--- src/rtl/axis_dma_s2mm_arbiter_if.sv ---
// Stream bundle around the S2MM arbiter: NUM_SRC packed source ports in, one DMA-side port out.
// master = arbiter view, slave = surrounding sources/DMA view.
interface axis_dma_s2mm_arbiter_if #(
  parameter int TDATA_WIDTH = 128,
  parameter int NUM_SRC     = 4
);
  logic [NUM_SRC*TDATA_WIDTH-1:0]   S_AXIS_TDATA;
  logic [NUM_SRC*TDATA_WIDTH/8-1:0] S_AXIS_TKEEP;
  logic [NUM_SRC-1:0]               S_AXIS_TVALID;
  logic [NUM_SRC-1:0]               S_AXIS_TLAST;
  logic [NUM_SRC-1:0]               S_AXIS_TREADY;
  logic [TDATA_WIDTH-1:0]           M_AXIS_TDATA;
  logic [TDATA_WIDTH/8-1:0]         M_AXIS_TKEEP;
  logic                             M_AXIS_TVALID;
  logic                             M_AXIS_TLAST;
  logic                             M_AXIS_TREADY;

  modport master (
    input  S_AXIS_TDATA, S_AXIS_TKEEP, S_AXIS_TVALID, S_AXIS_TLAST, M_AXIS_TREADY,
    output S_AXIS_TREADY, M_AXIS_TDATA, M_AXIS_TKEEP, M_AXIS_TVALID, M_AXIS_TLAST
  );

  modport slave (
    output S_AXIS_TDATA, S_AXIS_TKEEP, S_AXIS_TVALID, S_AXIS_TLAST, M_AXIS_TREADY,
    input  S_AXIS_TREADY, M_AXIS_TDATA, M_AXIS_TKEEP, M_AXIS_TVALID, M_AXIS_TLAST
  );
endinterface

--- src/rtl/axis_dma_s2mm_arbiter.sv ---
// Packet round-robin sharing of one DMA S2MM stream; WAIT_INTR timeout under AXIS_DMA_ARB_INTR_TIMEOUT_EN.
// Grant costs one cycle, then zero-latency pass-through; only the granted source sees M_AXIS_TREADY.
module axis_dma_s2mm_arbiter #(
  parameter int TDATA_WIDTH = 128,
  parameter int NUM_SRC     = 4,
  parameter int SRC_ID_W    = 3
`ifdef AXIS_DMA_ARB_INTR_TIMEOUT_EN
  , parameter int INTR_TIMEOUT = 65535
`endif
) (
  input  logic                    ACLK,
  input  logic                    ARESETN,
  axis_dma_s2mm_arbiter_if.master axis,
  input  logic                    AXIDMA_S2MM_INTR_IN,
  output logic [SRC_ID_W-1:0]     GRANT_ID,
`ifdef AXIS_DMA_ARB_INTR_TIMEOUT_EN
  output logic                    TIMEOUT_ERR,
`endif
  output logic                    BUSY
);
  localparam int KEEP_W = TDATA_WIDTH / 8;

  typedef enum logic [1:0] {IDLE = 2'd0, STREAM = 2'd1, WAIT_INTR = 2'd2} state_e;

  state_e                state_q, state_d;
  logic [SRC_ID_W-1:0]   grant_q, grant_d, rr_ptr_q, rr_ptr_d, winner;
  logic                  any_req, intr_q, intr_fall, pkt_end;
  logic [TDATA_WIDTH-1:0] sel_dat;
  logic [KEEP_W-1:0]     sel_keep;
  logic                  sel_vld, sel_last;

  assign intr_fall = intr_q & ~AXIDMA_S2MM_INTR_IN;
  assign pkt_end   = (state_q == STREAM) & sel_vld & axis.M_AXIS_TREADY & sel_last;

`ifdef AXIS_DMA_ARB_INTR_TIMEOUT_EN
  logic [15:0] tmo_cnt_q, tmo_cnt_d;
  logic        tmo_hit;

  // Counter sits at zero outside WAIT_INTR, so it is already clear on entry.
  assign tmo_hit = (state_q == WAIT_INTR) & (tmo_cnt_q == 16'(INTR_TIMEOUT)) & ~intr_fall;

  always_comb begin
    tmo_cnt_d = '0;
    if (state_q == WAIT_INTR) begin
      tmo_cnt_d = (tmo_cnt_q == 16'hFFFF) ? tmo_cnt_q : tmo_cnt_q + 16'd1;
    end
  end
`endif

  // Lowest index above rr_ptr wins; otherwise wrap to the lowest index at or below it.
  always_comb begin
    winner  = '0;
    any_req = 1'b0;
    for (int i = NUM_SRC - 1; i >= 0; i--) begin
      if (axis.S_AXIS_TVALID[i] && (SRC_ID_W'(i) <= rr_ptr_q)) begin
        winner  = SRC_ID_W'(i);
        any_req = 1'b1;
      end
    end
    for (int i = NUM_SRC - 1; i >= 0; i--) begin
      if (axis.S_AXIS_TVALID[i] && (SRC_ID_W'(i) > rr_ptr_q)) begin
        winner  = SRC_ID_W'(i);
        any_req = 1'b1;
      end
    end
  end

  always_comb begin
    sel_dat  = '0;
    sel_keep = '0;
    sel_vld  = 1'b0;
    sel_last = 1'b0;
    for (int i = 0; i < NUM_SRC; i++) begin
      if (grant_q == SRC_ID_W'(i)) begin
        sel_dat  = axis.S_AXIS_TDATA[i*TDATA_WIDTH +: TDATA_WIDTH];
        sel_keep = axis.S_AXIS_TKEEP[i*KEEP_W +: KEEP_W];
        sel_vld  = axis.S_AXIS_TVALID[i];
        sel_last = axis.S_AXIS_TLAST[i];
      end
    end
  end

  always_ff @(posedge ACLK or negedge ARESETN) begin
    if (!ARESETN) begin
      state_q   <= IDLE;
      grant_q   <= '0;
      rr_ptr_q  <= SRC_ID_W'(NUM_SRC - 1);
      intr_q    <= 1'b0;
`ifdef AXIS_DMA_ARB_INTR_TIMEOUT_EN
      tmo_cnt_q <= '0;
`endif
    end else begin
      state_q   <= state_d;
      grant_q   <= grant_d;
      rr_ptr_q  <= rr_ptr_d;
      intr_q    <= AXIDMA_S2MM_INTR_IN;
`ifdef AXIS_DMA_ARB_INTR_TIMEOUT_EN
      tmo_cnt_q <= tmo_cnt_d;
`endif
    end
  end

  always_comb begin
    state_d  = state_q;
    grant_d  = grant_q;
    rr_ptr_d = rr_ptr_q;
    case (state_q)
      IDLE: begin
        if (any_req) begin
          grant_d = winner;
          state_d = STREAM;
        end
      end
      STREAM: begin
        if (pkt_end) begin
          rr_ptr_d = grant_q;
          state_d  = WAIT_INTR;
        end
      end
      WAIT_INTR: begin
        if (intr_fall) state_d = IDLE;
`ifdef AXIS_DMA_ARB_INTR_TIMEOUT_EN
        else if (tmo_hit) state_d = IDLE;
`endif
      end
      default: state_d = IDLE;
    endcase
  end

  always_comb begin
    axis.M_AXIS_TDATA  = sel_dat;
    axis.M_AXIS_TKEEP  = sel_keep;
    axis.M_AXIS_TVALID = 1'b0;
    axis.M_AXIS_TLAST  = 1'b0;
    axis.S_AXIS_TREADY = '0;
    if (state_q == STREAM) begin
      axis.M_AXIS_TVALID = sel_vld;
      axis.M_AXIS_TLAST  = sel_last;
      for (int i = 0; i < NUM_SRC; i++) begin
        axis.S_AXIS_TREADY[i] = (grant_q == SRC_ID_W'(i)) & axis.M_AXIS_TREADY;
      end
    end
    GRANT_ID = grant_q;
    BUSY     = (state_q != IDLE);
`ifdef AXIS_DMA_ARB_INTR_TIMEOUT_EN
    TIMEOUT_ERR = tmo_hit;
`endif
  end
endmodule

--- src/flat_wrapper.sv ---
// flat-port wrapper written by rule: the top's interface ports become plain ports
module axis_dma_s2mm_arbiter_flat 
#(
  parameter int TDATA_WIDTH = 128,
  parameter int NUM_SRC     = 4,
  parameter int SRC_ID_W    = 3

)
  (ACLK, ARESETN, AXIDMA_S2MM_INTR_IN, GRANT_ID, BUSY, axis_S_AXIS_TDATA, axis_S_AXIS_TKEEP, axis_S_AXIS_TVALID, axis_S_AXIS_TLAST, axis_M_AXIS_TREADY, axis_S_AXIS_TREADY, axis_M_AXIS_TDATA, axis_M_AXIS_TKEEP, axis_M_AXIS_TVALID, axis_M_AXIS_TLAST);
  axis_dma_s2mm_arbiter_if #(.TDATA_WIDTH(TDATA_WIDTH), .NUM_SRC(NUM_SRC)) axis_i ();
  input  logic ACLK;
  input  logic ARESETN;
  input  logic AXIDMA_S2MM_INTR_IN;
  output logic [SRC_ID_W-1:0] GRANT_ID;
  output logic BUSY;
  input wire logic [$bits(axis_i.S_AXIS_TDATA)-1:0] axis_S_AXIS_TDATA;
  input wire logic [$bits(axis_i.S_AXIS_TKEEP)-1:0] axis_S_AXIS_TKEEP;
  input wire logic [$bits(axis_i.S_AXIS_TVALID)-1:0] axis_S_AXIS_TVALID;
  input wire logic [$bits(axis_i.S_AXIS_TLAST)-1:0] axis_S_AXIS_TLAST;
  input wire logic [$bits(axis_i.M_AXIS_TREADY)-1:0] axis_M_AXIS_TREADY;
  output wire logic [$bits(axis_i.S_AXIS_TREADY)-1:0] axis_S_AXIS_TREADY;
  output wire logic [$bits(axis_i.M_AXIS_TDATA)-1:0] axis_M_AXIS_TDATA;
  output wire logic [$bits(axis_i.M_AXIS_TKEEP)-1:0] axis_M_AXIS_TKEEP;
  output wire logic [$bits(axis_i.M_AXIS_TVALID)-1:0] axis_M_AXIS_TVALID;
  output wire logic [$bits(axis_i.M_AXIS_TLAST)-1:0] axis_M_AXIS_TLAST;
  assign axis_i.S_AXIS_TDATA = axis_S_AXIS_TDATA;
  assign axis_i.S_AXIS_TKEEP = axis_S_AXIS_TKEEP;
  assign axis_i.S_AXIS_TVALID = axis_S_AXIS_TVALID;
  assign axis_i.S_AXIS_TLAST = axis_S_AXIS_TLAST;
  assign axis_i.M_AXIS_TREADY = axis_M_AXIS_TREADY;
  assign axis_S_AXIS_TREADY = axis_i.S_AXIS_TREADY;
  assign axis_M_AXIS_TDATA = axis_i.M_AXIS_TDATA;
  assign axis_M_AXIS_TKEEP = axis_i.M_AXIS_TKEEP;
  assign axis_M_AXIS_TVALID = axis_i.M_AXIS_TVALID;
  assign axis_M_AXIS_TLAST = axis_i.M_AXIS_TLAST;
  axis_dma_s2mm_arbiter #(.TDATA_WIDTH(TDATA_WIDTH), .NUM_SRC(NUM_SRC), .SRC_ID_W(SRC_ID_W)) u_core (.ACLK(ACLK), .ARESETN(ARESETN), .axis(axis_i), .AXIDMA_S2MM_INTR_IN(AXIDMA_S2MM_INTR_IN), .GRANT_ID(GRANT_ID), .BUSY(BUSY));
endmodule
--- config.mk ---
export PLATFORM = sky130hd
export DESIGN_NAME = axis_dma_s2mm_arbiter_flat
export DESIGN_NICKNAME = d
export VERILOG_FILES = /design/src/rtl/axis_dma_s2mm_arbiter_if.sv /design/src/rtl/axis_dma_s2mm_arbiter.sv /design/src/flat_wrapper.sv
export SDC_FILE = /design/constraint.sdc
export NUM_CORES = 1
export LEC_CHECK = 0
export ABC_AREA = 1
export CAP_MARGIN = 20
export CORE_AREA = 2 2 288 290
export DETAILED_ROUTE_END_ITERATION = 8
export DIE_AREA = 0 0 290 292
export PLACE_DENSITY = 0.3
export SYNTH_ARGS = -nofsm -noshare
export SYNTH_HDL_FRONTEND = slang
export SYNTH_SLANG_ARGS = --single-unit
--- constraint.sdc ---
create_clock -name ACLK -period 1.46 [get_ports ACLK]
set_input_delay 0.292 -clock ACLK [delete_from_list [all_inputs] [get_ports ACLK]]
set_output_delay 0.292 -clock ACLK [all_outputs]
set_load 0.01 [all_outputs]
==> out/metrics.cfg, run 1 <==
[run_status]
status=finished, violations left
violations=negative setup slack

[floorplan]
core_region_area_um2=81600
die_area_um2=84700
num_rows=105
die_y_um=292
num_io_pins=742
initial_core_util_pct=5.12
die_w_um=290

[worst_setup_path]
critPathSlowestCell=dfrtp_4
crit_chain=buf_12, buf_12, buf_8, nand3_2, nand4_1, buf_12
endpoint_kind=primary output
rrSetupSlack_ns=-0.28
required_ns=1.17
crit_path_frequent_cell=buf_12
crit_path_start_kind=flip-flop
critPathBufInv=4
critPathKind=flip-flop to primary output
cp_num_cells=6
path_max_fanout=5
crit_arrival_ns=1.87
cpPeakStageDelay_ns=0.56
cp_top_family=buffers and inverters
reg2reg_depth=11

[route]
wl_per_cell_um=21.9
num_vias=10200
drtPass1Iterations=5
first_iter_violations=376
wl_um=62100
via_per_inst=3.59
drcViolationCount=0
drtAntennaViolNets=0

[logic_synthesis]
yosysMostFrequentCell=nand2_1
synthArstFlopShare_pct=100
avgSynthCellArea_um2=4.76
synth.distinct_cells=28
ys_ff_latch=7
syn_inst=878
ys_warn_count=0
synthXorXnorAreaFrac_pct=0
muxShareOfSynthArea_pct=0
ys_seq_area_share_pct=4.26
synth_common_cells=456 x nand2_1, 144 x nand3_1, 141 x nand4_1
synth_top_area_cell=nand2_1
ys_top_cells_by_area=nand2_1 41%, nand4_1 21%, nand3_1 17%
synth_top_family_by_area=simple AND/OR/NAND/NOR gates
synth_top_area_share_pct=41.0
synth-simple-area-share_pct=81.8
synth_fa_ha_area_share_pct=0
synth-edff-count=0
synth_nets=1466
ys.flop_type=dfrtp_1
synth_compound_area_share_pct=2.94
syn-cell-area_um2=4180

[place]
io_buffer_count=740
gp_congestion=0.915
placed_cells=2714
place_hpwl_um=48300
place_area_um2=13700

[clock_network]
cts.sinks=7
path_clk_slew_ns=0.03
cts_tree=yes
numCtsBuffers=3
ctsLongestPathBuffers=2
holdBufCountCts=0
clock_latency_ns=0.23
htree_num_levels=1
root_buffer=clkbuf_16

[sta]
setup_violations=155
setup_ws_ns=-0.698
period_needed_ns=2.16
max_freq_mhz=463
slew_violations=0
finClkSkew_ns=0.000270
rsz0062_at_grt=yes
timing.hold.ws_ns=0.345
timing.final.crit_share_pct=148
finalHoldViolations=0

[power]
p_per_area_nw_per_um2=1690
peakVddDrop_mv=0.566
power.leakage_uw=0.00651

[global_routing]
grt_use_total_pct=13.9
grt_pass1_vias=11000
grt_start_max_net_pins=31
grt_pass1_wl_um=83700
antenna_found_initial=27
grt_overflow_total=0

[worst_hold_path]
hold_path.class=input pin to async pin

[cells_and_area]
fin_nets=2350
stdcell_count=2838
final_util_pct=19.7
drive_above_1_share_pct=30.7
fillCellCount=9223
design_area_um2=16100
syn2layout_area_growth_pct=286

[job]
drv_cap=0

## registers in the layout (all words and copies together), names as in the netlist
register / cells
u_core.GRANT_ID: 2
u_core.rr_ptr_q: 2
u_core.state_q: 2
u_core.intr_q: 1
## final timing paths
check / startpoint / to
worst min register to register: u_core.intr_q / u_core.state_q[1]
worst max-delay path: u_core.GRANT_ID[0] / axis_M_AXIS_TKEEP[3]
min in group ACLK: axis_M_AXIS_TREADY / u_core.rr_ptr_q[0]
max in group asynchronous: ARESETN / u_core.rr_ptr_q[0]
worst max register to register: u_core.GRANT_ID[0] / u_core.state_q[0]
worst min-delay path: ARESETN / u_core.intr_q
## layer usage
layer  wire length (µm)  vias up  GRT usage [%]  share of wire, %
met3               4790       88           4.35               7.7
met1              23500     4750           15.1                38
li1                   -     4798              -                 -
met4               1640       26           3.60               2.6
met2              32000      535           25.9                52
met5                170        -              0              0.27
## through the flow
step	power, µW	setup TNS, ns	worst slack (ns)
2_1_floorplan	8200	-11.13	-0.0944
4_1_cts	26700	-96.95	-0.768
3_3_place_gp	21600	-108.69	-0.885
6_report	27300	-86.84	-0.698
3_5_place_dp	21300	-108.04	-0.862
5_1_grt	29300	-99.55	-0.758
## layout by cell type, fill, tap and decap left out, types with 2 or more instances in the layout
| cell type | netlist | layout |
|---|---|---|
| nor3_1 | 4 | 2 |
| nor2_1 | 10 | 6 |
| nand3_1 | 144 | 109 |
| buf_8 | 0 | 16 |
| a21oi_1 | 6 | 2 |
| nand2_2 | 1 | 91 |
| nor2_4 | 1 | 5 |
| nand2_1 | 456 | 339 |
| nand3_2 | 1 | 28 |
| dlygate4sd2_1 | 0 | 13 |
| a221oi_2 | 0 | 3 |
| nand2_4 | 1 | 27 |
| nor3_4 | 0 | 2 |
| dlymetal6s2s_1 | 0 | 5 |
| nand3_4 | 0 | 8 |
| buf_6 | 1 | 65 |
| clkdlybuf4s15_2 | 0 | 4 |
| buf_12 | 0 | 55 |
| nand4_1 | 141 | 141 |
| a21oi_2 | 0 | 4 |
| buf_2 | 38 | 99 |
| buf_4 | 12 | 84 |
| dfrtp_1 | 5 | 3 |
| inv_1 | 11 | 10 |
| buf_16 | 0 | 23 |
| clkbuf_2 | 0 | 4 |
| dfstp_2 | 2 | 2 |
| diode_2 | 0 | 7 |
| clkbuf_16 | 0 | 8 |
| clkdlybuf4s50_1 | 0 | 584 |
## logic make-up after synthesis
group                  count (synthesis)
AOI/OAI and AO/OA                     17
buffers and inverters                 93
DFF                                    7
other                                  1
and+or+nand+nor                      760
## area by class of cell
class	instances	area, µm²	share of cell area [%]
antenna	7	17.5	0.109
inverter	13	70.1	0.435
clock buffer	4	78.8	0.489
tap	1070	1340	8.31
sequential	7	183	1.13
timing repair buffer	959	10100	62.6
multi-input combinational	778	4330	26.9
## power by group
part	total [µW]	switching (µW)	internal (µW)
Sequential	450	147	303
Clock	455	93.1	362
Combinational	26400	13100	13300
## what timing repair did
action | in CTS | in global routing
gates resized for setup | 732 | 188
endpoints found under the setup margin | 159 | 159
pin swaps | 43 | 54
gates cloned | 23 | 5
buffers inserted | 73 | 26
Power figures use the tool's default switching activity.
==> inputs of run 2 (changes only) <==
--- a/config.mk
+++ b/config.mk
@@ -10,7 +10,6 @@
 export CORE_AREA = 2 2 288 290
 export DETAILED_ROUTE_END_ITERATION = 8
 export DIE_AREA = 0 0 290 292
-export PLACE_DENSITY = 0.3
 export SYNTH_ARGS = -nofsm -noshare
 export SYNTH_HDL_FRONTEND = slang
 export SYNTH_SLANG_ARGS = --single-unit
==> run 2 against run 1 <==
Against the previous run:
- the run still ends with negative setup slack left
- final cell count shrank 2.2%
- fmax shrank 2.2%
- sequential power down 6.4%
- routed wire length is 0.73% lower
- critical path depth up 2
- total power fell by 12%
- non-clock buffer count fell by 66
- sequential share of layout area rose by 0.079 points
- clock power is 4% higher
- hold slack worse by 0.014 ns
- via count is 1.9% lower
- critical path type unchanged
- critical endpoint is now axis_M_AXIS_TKEEP[14]
==> out/metrics.cfg, run 2 (synthesis gave the netlist of run 1 again) <==
[worst_setup_path]
critPathKind=flip-flop to primary output
crit_path_start_kind=flip-flop
r2r_end=u_core.rr_ptr_q[0]
crit_arrival_ns=1.91  ; +0.04 ns
reg2reg_depth=11  ; unchanged
required_ns=1.17  ; about the same
r2r_start=u_core.GRANT_ID[0]
endpoint_kind=primary output
rrSetupSlack_ns=-0.26  ; +0.02 ns
path_max_fanout=5  ; unchanged

[floorplan]
core_region_area_um2=81600  ; unchanged
die_y_um=292  ; unchanged
die_area_um2=84700  ; unchanged
num_rows=105  ; unchanged
die_w_um=290  ; unchanged
initial_core_util_pct=5.12  ; unchanged
num_io_pins=742  ; unchanged

[place]
io_buffer_count=740  ; unchanged
gp_congestion=0.867  ; -5.2%
place_ws_ns=-0.850  ; +0.0116 ns
placed_cells=2701  ; -0.48%
place_hpwl_um=50100  ; +3.7%

[route]
num_vias=10000  ; -1.9%
drtPass1Iterations=5  ; unchanged
drcViolationCount=0  ; unchanged
first_iter_violations=492  ; +31%
via_per_inst=3.61  ; +0.34%
wl_per_cell_um=22.2  ; +1.5%
drtAntennaViolNets=0  ; unchanged
wl_um=61700  ; -0.73%

[sta]
period_needed_ns=2.21  ; +0.0487 ns
rsz0062_at_grt=yes
max_freq_mhz=453  ; -2.2%
finClkSkew_ns=0.00186  ; +0.00159 ns
setup_violations=155  ; unchanged
slew_violations=0  ; unchanged
finalHoldViolations=0  ; unchanged
timing.final.crit_share_pct=151  ; +3.3 points
timing.hold.ws_ns=0.331  ; -0.0142 ns
setup_tns_ns=-94.09  ; -7.25 ns
setup_ws_ns=-0.747  ; -0.0487 ns

[global_routing]
use_met3_pct=4.85  ; +0.49 points
grt_start_max_net_pins=58  ; +87%
use_met1_pct=15.3  ; +0.15 points
grt_busiest_layer=met2
grt_util_met2_pct=23.9  ; -2.0 points
antenna_found_initial=28  ; +3.7%
grt_pass1_wl_um=80800  ; -3.4%
grt_pass1_vias=10400  ; -6.1%
grt_use_total_pct=13.6  ; -0.33 points
grt_overflow_total=0  ; unchanged

[clock_network]
clock_latency_ns=0.23  ; about the same
htree_num_levels=1  ; unchanged
root_buffer=clkbuf_16
holdBufCountCts=0  ; unchanged
ctsLongestPathBuffers=2  ; unchanged
cts.sinks=7  ; unchanged
numCtsBuffers=3  ; unchanged
path_clk_slew_ns=0.04  ; about the same
cts_tree=yes

[cells_and_area]
regArea_um2=183  ; unchanged
syn2layout_area_growth_pct=261
drive_above_1_share_pct=28.7  ; -2.0 points
final_cell_mix=585 x clkdlybuf4s50_1, 326 x nand2_1, 141 x nand4_1
final_util_pct=18.5  ; -1.3 points
multiInputGateArea_um2=4270  ; -1.6%
stdcell_count=2775  ; -2.2%
final_common_cell=clkdlybuf4s50_1
fillCellCount=9260  ; +0.40%
fin_nets=2284  ; -2.8%

[power]
p_per_area_nw_per_um2=1590  ; -6.0%
peakVddDrop_mv=0.828  ; +46%
power.leakage_uw=0.00608  ; -6.7%

[worst_hold_path]
hold_path.class=input pin to async pin

[run_status]
violations=negative setup slack
status=finished, violations left

[job]
drv_cap=0  ; unchanged

==> run 2: changes by cell type in the layout (fill, tap and decap cells not counted), sizes merged <==
cell,change
buf,-53
clkbuf,-4
clkdlybuf4s15,+4
clkdlybuf4s50,+1
clkinv,+1
diode,+3
dlygate4sd2,-11
dlymetal6s2s,-3
inv,-1
==> run 2: layer usage <==
metal  part of all wire [%]  wire, µm
met1                     39     24200
met2                     48     29800
met3                    8.7      5370
met4                    3.6      2250
met5                   0.14        84
==> run 2: worst max-delay path by stage <==
stage / slack [ns] / to / startpoint
final: -0.75 / axis_M_AXIS_TKEEP[14] / u_core.GRANT_ID[0]
after global placement: -0.85 / axis_M_AXIS_TDATA[53] / u_core.GRANT_ID[1]
after global routing: -0.81 / axis_M_AXIS_TKEEP[14] / u_core.GRANT_ID[0]
after detailed placement: -0.85 / axis_M_AXIS_TDATA[53] / u_core.GRANT_ID[1]
after floorplan: -0.09 / axis_M_AXIS_TDATA[104] / u_core.GRANT_ID[1]
after CTS: -0.82 / axis_M_AXIS_TKEEP[1] / u_core.GRANT_ID[0]
==> run 2: report_power, final <==
group	leakage [µW]	internal [µW]	switching (µW)	total, µW
Combinational	0.00596	11000	12100	23100
Clock	0.0000382	364	108	472
Sequential	0.0000792	303	118	421
==> run 2: cell type report <==
cell class	count	area share, %
well taps	1070	8.89
flip-flops and latches	7	1.21
clock buffers	4	0.524
multi-input cells	778	28.3
inverters	13	0.465
diodes	10	0.166
repair buffers	893	60.4
==> run 2: stage by stage <==
step	total power, µW	cell area (µm²)
6_report	24000	15100
2_1_floorplan	8200	4220
3_3_place_gp	21100	13600
4_1_cts	23100	14400
3_5_place_dp	21000	13600
5_1_grt	25700	15000
==> run 2: what timing repair did <==
| item | CTS | global route |
|---|---|---|
| pin swaps | 12 | 32 |
| setup buffers | 37 | 11 |
| setup endpoints to repair | 158 | 157 |
| gates cloned | 14 | 5 |
| resized for setup | 707 | 159 |
| hold endpoints to repair | 0 | 0 |
==> run 2: critical path, cell delays in order, from the launching register on <==
cell	delay [ns]
dfrtp_4	0.51
buf_6	0.14
nor2_4	0.19
buf_12	0.17
buf_8	0.13
buf_8	0.12
nand2_2	0.04
nand4_1	0.21
buf_12	0.16
==> inputs of run 3 (changes only) <==
--- a/config.mk
+++ b/config.mk
@@ -5,11 +5,10 @@
 export SDC_FILE = /design/constraint.sdc
 export NUM_CORES = 1
 export LEC_CHECK = 0
-export ABC_AREA = 1
 export CAP_MARGIN = 20
-export CORE_AREA = 2 2 288 290
+export CORE_AREA = 2 2 287 289
 export DETAILED_ROUTE_END_ITERATION = 8
-export DIE_AREA = 0 0 290 292
+export DIE_AREA = 0 0 289 291
 export SYNTH_ARGS = -nofsm -noshare
 export SYNTH_HDL_FRONTEND = slang
 export SYNTH_SLANG_ARGS = --single-unit
==> run 3 against run 2 <==
Against the previous run:
- the run still ends with negative setup slack left
- sequential share of layout area increased by 0.063 points
- global-route usage grew 1.6 points
- combinational power down 8%
- cell area is 3.6% lower
- total power down 8.0%
- utilization shrank 0.58 points
- final cell count fell by 22%
- non-clock buffer count down 25
- hold slack better by 0.042 ns
- critical path depth down 3
- critical path type unchanged
- highest routed layer unchanged
==> out/metrics.cfg, run 3 <==
[worst_setup_path]
critPathBufInv=4  ; -1
crit_path_frequent_cell=buf_6
reg2reg_depth=5  ; -6
cp_num_cells=5  ; -3
crit_chain=buf_12, buf_16, buf_6, mux4_2, buf_6
cp_top_family=buffers and inverters
cpPeakStageDelay_ns=0.56  ; +0.05 ns
path_max_fanout=9  ; +4
crit_path_start_kind=flip-flop
required_ns=1.17  ; about the same
endpoint_kind=primary output
critPathKind=flip-flop to primary output
rrSetupSlack_ns=-0.44  ; -0.18 ns
critPathSlowestCell=mux4_2
crit_arrival_ns=1.90  ; about the same

[logic_synthesis]
synth-edff-count=0  ; unchanged
syn-cell-area_um2=3920  ; -6.2%
synth_top_area_cell=mux4_2
ys_ff_latch=7  ; unchanged
synth_nets=814  ; -44%
yosysMostFrequentCell=mux4_2
avgSynthCellArea_um2=17.3  ; +260%
ys_top_cells_by_area=mux4_2 84%, dfrtp_1 3.2%, buf_4 2.3%
ys_warn_count=0  ; unchanged
synth_top_area_share_pct=83.9  ; +43 points
synth-simple-area-share_pct=3.29  ; -79 points
synth_common_cells=146 x mux4_2, 17 x buf_2, 12 x buf_4
synth.distinct_cells=30  ; +7.1%
muxShareOfSynthArea_pct=84.8  ; +85 points
synthXorXnorAreaFrac_pct=0  ; unchanged
ys.flop_type=dfrtp_1
synth_fa_ha_area_share_pct=0  ; unchanged
synth_top_family_by_area=multiplexers
syn_inst=226  ; -74%
synth_compound_area_share_pct=1.31  ; -1.6 points
synthArstFlopShare_pct=100  ; unchanged
ys_seq_area_share_pct=4.54  ; +0.28 points

[worst_hold_path]
hold_path.class=input pin to async pin

[sta]
finClkSkew_ns=0.00245  ; +0.000593 ns
finalHoldViolations=0  ; unchanged
setup_tns_ns=-92.26  ; +1.84 ns
slew_violations=0  ; unchanged
timing.final.crit_share_pct=150  ; -0.95 points
timing.hold.ws_ns=0.373  ; +0.0420 ns
period_needed_ns=2.19  ; -0.0139 ns
max_freq_mhz=456  ; +0.63%
setup_ws_ns=-0.733  ; +0.0139 ns
rsz0062_at_grt=yes
setup_violations=156  ; +0.65%

[cells_and_area]
stdcell_count=2154  ; -22%
final_util_pct=17.9  ; -0.58 points
fin_nets=1652  ; -28%
final_cell_mix=583 x clkdlybuf4s50_1, 185 x buf_6, 146 x mux4_2
syn2layout_area_growth_pct=270
final_common_cell=clkdlybuf4s50_1
drive_above_1_share_pct=43.0  ; +14 points

[global_routing]
antenna_found_initial=85  ; +200%
grt_overflow_total=0  ; unchanged
grt_pass1_wl_um=81900  ; +1.3%
grt_use_total_pct=15.2  ; +1.6 points
grt_pass1_vias=7721  ; -26%
grt_start_max_net_pins=23  ; -60%

[route]
wl_per_cell_um=31.1  ; +40%
drcViolationCount=0  ; unchanged
wl_um=67000  ; +8.7%
via_per_inst=3.18  ; -12%
drtAntennaViolNets=0  ; unchanged
drtPass1Iterations=4  ; -1
num_vias=6845  ; -32%
first_iter_violations=270  ; -45%

[floorplan]
core_region_area_um2=81200  ; -0.48%
die_y_um=291  ; -0.34%
die_area_um2=84100  ; -0.69%
initial_core_util_pct=4.83  ; -0.29 points
num_rows=105  ; unchanged
die_w_um=289  ; -0.34%
num_io_pins=742  ; unchanged

[run_status]
violations=negative setup slack
status=finished, violations left

[clock_network]
cts_tree=yes
path_clk_slew_ns=0.04  ; about the same
numCtsBuffers=3  ; unchanged
cts.sinks=7  ; unchanged
htree_num_levels=1  ; unchanged
ctsLongestPathBuffers=2  ; unchanged
clock_latency_ns=0.23  ; about the same
root_buffer=clkbuf_16

[place]
io_buffer_count=740  ; unchanged
gp_congestion=0.919  ; +6.0%
placed_cells=2057  ; -24%
place_hpwl_um=62200  ; +24%

[power]
peakVddDrop_mv=0.721  ; -13%
p_per_area_nw_per_um2=1520  ; -4.5%
finalPower_uw=22100  ; -8.0%
power.leakage_uw=0.00531  ; -13%

[job]
drv_cap=0  ; unchanged

[run 3: metal layers]
metal | GRT usage [%] | part of all wire (%) | up-vias
met4 | 2.50 | 1.4 | 72
met5 | 0 | 0.70 | -
met2 | 25.0 | 47 | 551
met3 | 9.58 | 15 | 128
met1 | 16.5 | 36 | 3282
li1 | - | - | 2812
[run 3: kinds of logic (layout without fill, tap and decap cells)]
kind of cell	count (synthesis)	count (layout)
muxes	149	149
and+or+nand+nor	22	22
DFF	7	7
other	1	22
AOI/OAI and AO/OA	8	8
buffers and inverters	39	876
[run 3: power by group]
part,total [µW],switching [µW],leakage (µW),internal [µW]
Combinational,21200,8390,0.00519,12800
Clock,488,127,0.0000410,362
Sequential,433,115,0.0000781,318
Total,22100,8640,0.00531,13400
[run 3: worst reg2reg max path, stage by stage (launching register included)]
cell and delay [ns]:
dfrtp_4 0.48, buf_12 0.16, mux4_2 0.60, buf_6 0.17, nand4_4 0.12, mux2_4 0.31
[run 3: per-stage QoR]
stage          instance area (µm²)  setup slack, ns
2_1_floorplan                 4070           -0.214
3_3_place_gp                 13000           -0.850
3_5_place_dp                 13000           -0.832
4_1_cts                      14200           -0.771
5_1_grt                      14500           -0.771
6_report                     14500           -0.733
[run 3: area by class of cell]
type | count | area (µm²)
inverter | 4 | 17.5
tap | 1070 | 1340
sequential | 7 | 185
multi-input combinational | 180 | 3590
clock buffer | 3 | 75.1
antenna | 21 | 52.6
clock inverter | 1 | 5.00
timing repair buffer | 868 | 9240
fill | 8880 | 66700
[run 3: what timing repair did]
action	4_1_cts	5_1_grt
setup buffers	64	11
resized for setup	790	74
endpoints found under the setup margin	159	157
pin swaps	9	6
hold buffers	0	0
gates cloned	7	1
hold endpoints to repair	0	0
[run 3: worst paths after layout]
| check | endpoint | startpoint |
|---|---|---|
| max reg2reg | u_core.rr_ptr_q[1] | u_core.GRANT_ID[0] |
| max | axis_M_AXIS_TDATA[68] | u_core.GRANT_ID[0] |
| min reg2reg | u_core.state_q[1] | u_core.intr_q |
| max in group asynchronous | u_core.GRANT_ID[1] | ARESETN |
| min in group ACLK | u_core.intr_q | AXIDMA_S2MM_INTR_IN |
| min | u_core.GRANT_ID[0] | ARESETN |
